[src/rtl/decoder_param_slot_tracker.sv]
`default_nettype none
// ============================================================================
//  Module      : decoder_param_slot_tracker
//  Description : Tracks allocation of SIZE slots. Accepts one set (allocate)
//                and one clear (release) request per cycle, reports a
//                registered one-hot decode of the accepted set, the occupancy
//                bitmap, the busy count, the lowest free slot and a one-cycle
//                error pulse for rejected requests.
//  Revision    : 1.0  initial release
// ============================================================================
module decoder_param_slot_tracker #(
    parameter int BITS = 2,
    parameter int SIZE = 4
) (
    input  logic              clk,
    input  logic              rst,
    input  logic              set_en,
    input  logic [BITS-1:0]   set_idx,
    input  logic              clr_en,
    input  logic [BITS-1:0]   clr_idx,
    output logic [SIZE-1:0]   dec_out,
    output logic [SIZE-1:0]   busy,
    output logic [BITS:0]     count,
    output logic [BITS-1:0]   free_idx,
    output logic              full,
    output logic              empty,
    output logic              err
);

    localparam logic [BITS:0] c_size = (BITS+1)'(SIZE);
    localparam logic [BITS:0] c_one  = (BITS+1)'(1);
    localparam logic [BITS:0] c_zero = '0;

    logic [SIZE-1:0] r_dec;
    logic [SIZE-1:0] r_busy;
    logic [BITS:0]   r_count;
    logic            r_err;

    logic [SIZE-1:0] w_set_oh;
    logic [SIZE-1:0] w_clr_oh;
    logic            w_set_legal;
    logic            w_clr_legal;
    logic            w_err;
    logic [SIZE-1:0] w_busy_nxt;
    logic [BITS:0]   w_count_nxt;
    logic [SIZE-1:0] w_dec_nxt;
    logic [BITS-1:0] w_free;

    // Decode both request indices; an index >= SIZE decodes to all-zero,
    // which makes it out-of-range without ever indexing past the bitmap.
    always_comb begin
        w_set_oh = '0;
        w_clr_oh = '0;
        for (int i = 0; i < SIZE; i++) begin
            w_set_oh[i] = ({1'b0, set_idx} == (BITS+1)'(i));
            w_clr_oh[i] = ({1'b0, clr_idx} == (BITS+1)'(i));
        end
    end

    // Legality, next-state and error evaluation. Clear is resolved first so a
    // set may reuse a slot released in the same cycle.
    always_comb begin
        w_clr_legal = clr_en && (|(w_clr_oh & r_busy));
        w_set_legal = set_en &&
                      (|(w_set_oh & (~r_busy | (w_clr_legal ? w_clr_oh : '0))));
        w_err       = (set_en && !w_set_legal) || (clr_en && !w_clr_legal);

        w_busy_nxt  = (r_busy & ~(w_clr_legal ? w_clr_oh : '0)) |
                      (w_set_legal ? w_set_oh : '0);
        w_dec_nxt   = w_set_legal ? w_set_oh : '0;

        w_count_nxt = r_count;
        if (w_set_legal && !w_clr_legal) begin
            w_count_nxt = r_count + c_one;
        end else if (w_clr_legal && !w_set_legal) begin
            w_count_nxt = r_count - c_one;
        end
    end

    // State registers; reset discards any concurrent request silently.
    always_ff @(posedge clk) begin
        if (!rst) begin
            r_busy  <= '0;
            r_count <= '0;
            r_dec   <= '0;
            r_err   <= 1'b0;
        end else begin
            r_busy  <= w_busy_nxt;
            r_count <= w_count_nxt;
            r_dec   <= w_dec_nxt;
            r_err   <= w_err;
        end
    end

    // Lowest free slot: scan downwards so the lowest free index wins; a full
    // bitmap leaves the default of zero.
    always_comb begin
        w_free = '0;
        for (int i = SIZE - 1; i >= 0; i--) begin
            if (!r_busy[i]) begin
                w_free = BITS'(i);
            end
        end
    end

    assign dec_out  = r_dec;
    assign busy     = r_busy;
    assign count    = r_count;
    assign free_idx = w_free;
    assign full     = (r_count == c_size);
    assign empty    = (r_count == c_zero);
    assign err      = r_err;

endmodule
`default_nettype wire

[config.mk]
export PLATFORM = sky130hd
export DESIGN_NAME = decoder_param_slot_tracker
export DESIGN_NICKNAME = d
export VERILOG_FILES = /design/src/rtl/decoder_param_slot_tracker.sv
export SDC_FILE = /design/constraint.sdc
export NUM_CORES = 1
export LEC_CHECK = 0
export ABC_AREA = 0
export CORE_MARGIN = 2
export CORE_UTILIZATION = 36
export CTS_BUF_LIST = sky130_fd_sc_hd__clkbuf_16
export DETAILED_ROUTE_END_ITERATION = 16
export PLACE_DENSITY = 0.72
export SLEW_MARGIN = 20
export SYNTH_ARGS = -nofsm -noshare
export SYNTH_HDL_FRONTEND = slang
export SYNTH_SLANG_ARGS = --single-unit
[constraint.sdc]
create_clock -name clk -period 2.6 [get_ports clk]
set_input_delay 0.65 -clock clk [delete_from_list [all_inputs] [get_ports clk]]
set_output_delay 0.65 -clock clk [all_outputs]
set_load 0.01 [all_outputs]
==> flow_metrics.tcl <==
set metrics [dict create \
    grt_max_degree 10 \
    crit_path_top_delay_cell "clkdlybuf4s50_1" \
    overflow 0 \
    dp_hpwl_um 1110 \
    leakagePower_nw 0.470 \
    die_h_um 43.8 \
    outcome "finished clean" \
    r2r_slack_ps 400 \
    finalCritPeriodShare_pct 95.8 \
    cp_slowest_stage_delay_ps 440 \
    timing.rr.start "busy[0]" \
    required_ps 2770 \
    die_w_um 43.8 \
    path_delay_family "adder cells" \
    ant_nets 0 \
    cts_sinks 12 \
    p_per_area_nw_per_um2 630 \
    hp-class "reg -> reg" \
    wl_per_cell_um 12.4 \
    relSlewSlack_pct 85.4 \
    worstHoldEndpoint "count[2]" \
    clockBufferDepth 2 \
    reg2reg_depth 8 \
    whs_path_depth 2 \
    worstPathArrival_ps 2670 \
    cts_buffers 3 \
    htreeDepth 1 \
    setup_viol_count_final 0 \
    crit_type "in -> reg" \
    yosysUniqueCellTypes 25 \
    min_from "count[2]" \
    syn_to_final_growth_pct 84.8 \
    grt_pass1_wl_um 2590 \
    first_pass_iters 3 \
    dr_total_vias 604 \
    critPathBufInv 2 \
    hold_buffers 0 \
    design.portCount 24 \
    path_max_fanout 3 \
    synth-seq-cells 12 \
    startpoint "set_idx[1]" \
    nets 117 \
    rsz0062_at_grt "no" \
    cts_tree "yes" \
    hold_slack_ps 534 \
    dr.first_iter.drc_count 9 \
    final_cell_mix "18 x clkdlybuf4s50_1, 16 x buf_4, 12 x dfxtp_1" \
    tightest_slew_ps 219 \
    ir_drop_mv 0.295 \
    fmax_mhz 401 \
    fin_skew_ps 0.952 \
    slew_violations 0 \
    cp-end-kind "flop" \
    syn_area_um2 569 \
    yosysWarnings 0 \
    netlist_instances 63 \
    final_core_util_pct 70.7 \
    gp_congestion 0.830 \
    path_cells "clkdlybuf4s50_1 -> nand2b_4 -> o22ai_1 -> ha_2 -> inv_1 -> fa_1 -> xor2_1 -> or3_1 -> a21oi_2" \
    ys_seq_area_share_pct 42.2 \
    die_area_um2 1920 \
    final_common_cell "clkdlybuf4s50_1" \
    cp-start-kind "input pin" \
    hold_viol 0 \
    syn_area_per_cell_um2 9.04 \
    drive_gt1_share_pct 33.0 \
    syn_nets 73 \
    drc 0 \
    grt_pass1_vias 600 \
    period_minus_slack_ps 2490 \
    cts_root_buffer "clkbuf_16" \
    wl_um 1510 \
    clkLatencyLatePin_ps 240 \
    timing.rr.end "count[2]" \
    std_cell_rows 14 \
    gr-usage-all-layers_pct 18.8 \
    start_util_pct 38.2 \
    numPortBuffers 23 \
    antenna_found_initial 0 \
    viasPerCell 4.95 \
    drv_cap 0 \
    num_antenna_cells 0 \
    core_area_um2 1490 \
    path_clk_slew_ps 40 \
]
## state kept, by name (all words and copies together) (netlist names)
register	count
err	1
count	3
dec_out	4
busy	4
## layout make-up
| class | instances | area, um2 |
|---|---|---|
| Fill cell | 116 | 437 |
| Clock inverter | 1 | 3.75 |
| Clock buffer | 3 | 75.1 |
| Timing Repair Buffer | 39 | 337 |
| Tap cell | 16 | 20.0 |
| Inverter | 4 | 15.0 |
| Multi-Input combinational cell | 47 | 362 |
| Sequential cell | 12 | 240 |
## report_power, final
| part | switching (W) | internal (W) | leakage (nW) |
|---|---|---|---|
| registers | 0.0000178 | 0.000200 | 0.0984 |
| clock network | 0.0000750 | 0.000202 | 0.0385 |
| logic | 0.0000683 | 0.000100 | 0.333 |
| total | 0.000161 | 0.000502 | 0.470 |
## metal layers
layer	track usage [%]	up-vias	part of all wire (%)	wire, um
li1	-	309	-	-
met1	20.4	270	40	599
met2	34.1	23	52	791
met3	6.25	2	6.9	104
met4	5.45	0	1.1	17
met5	0	-	0	0
## through the flow
stage	area (um2)	power, W	instances	TNS [ps]	setup slack (ps)
5_1_grt	1050	0.000699	122	0	29.6
2_1_floorplan	569	0.000286	63	0	141
3_3_place_gp	925	0.000375	116	-564	-431
3_5_place_dp	925	0.000379	116	-803	-565
6_report	1050	0.000663	122	0	109
4_1_cts	1030	0.000663	122	0	14.0
## Yosys cell counts (all sizes together)
master	number	area, um2
dfxtp	12	240
a21boi	1	7.51
inv	4	15.0
or3	1	6.26
nand2b	3	18.8
a21oi	3	15.0
nand2	5	18.8
a221o	1	10.0
ha	1	12.5
o21ai	6	30.0
xor2	2	17.5
fa	1	20.0
mux2i	2	20.0
and3	4	25.0
and2	1	6.26
o22ai	1	6.26
nor3b	2	20.0
o21a	2	15.0
nand3	3	15.0
nor3	1	5.00
nor2	6	22.5
mux4	1	22.5
## worst max-delay path by stage
stage | end | slack [ps] | depth (start not counted)
2_1_floorplan | count[2] | 140 | 10
3_3_place_gp | count[2] | -430 | 9
3_5_place_dp | count[2] | -570 | 11
4_1_cts | count[2] | 10 | 9
5_1_grt | count[2] | 30 | 9
6_report | count[2] | 110 | 9
## cell families (layout without fill, tap and decap cells)
family                     count (synthesis)  after routing  share of synthesized area (%)
AOI/OAI and AO/OA                         14             14                           14.7
xor gates and xnor gates                   2              2                           3.08
adders and majority gates                  2              2                           5.71
buffers and inverters                      4             47                           2.64
DFF                                       12             12                           42.2
muxes                                      3              3                           7.47
and+or+nand+nor                           26             26                           24.2
## worst min-delay path, delay by kind of cell (launching register included)
kind	cells	cell delay, ps
DFF	1	330
AOI/OAI and AO/OA	2	160
## repair_timing
item | 4_1_cts | 5_1_grt
setup endpoints to repair | 1 | 1
gates resized for setup | 11 | 13
pin swaps | 2 | 2
buffers inserted | 2 | 0
Note: power is estimated with default switching activity, not from simulation.
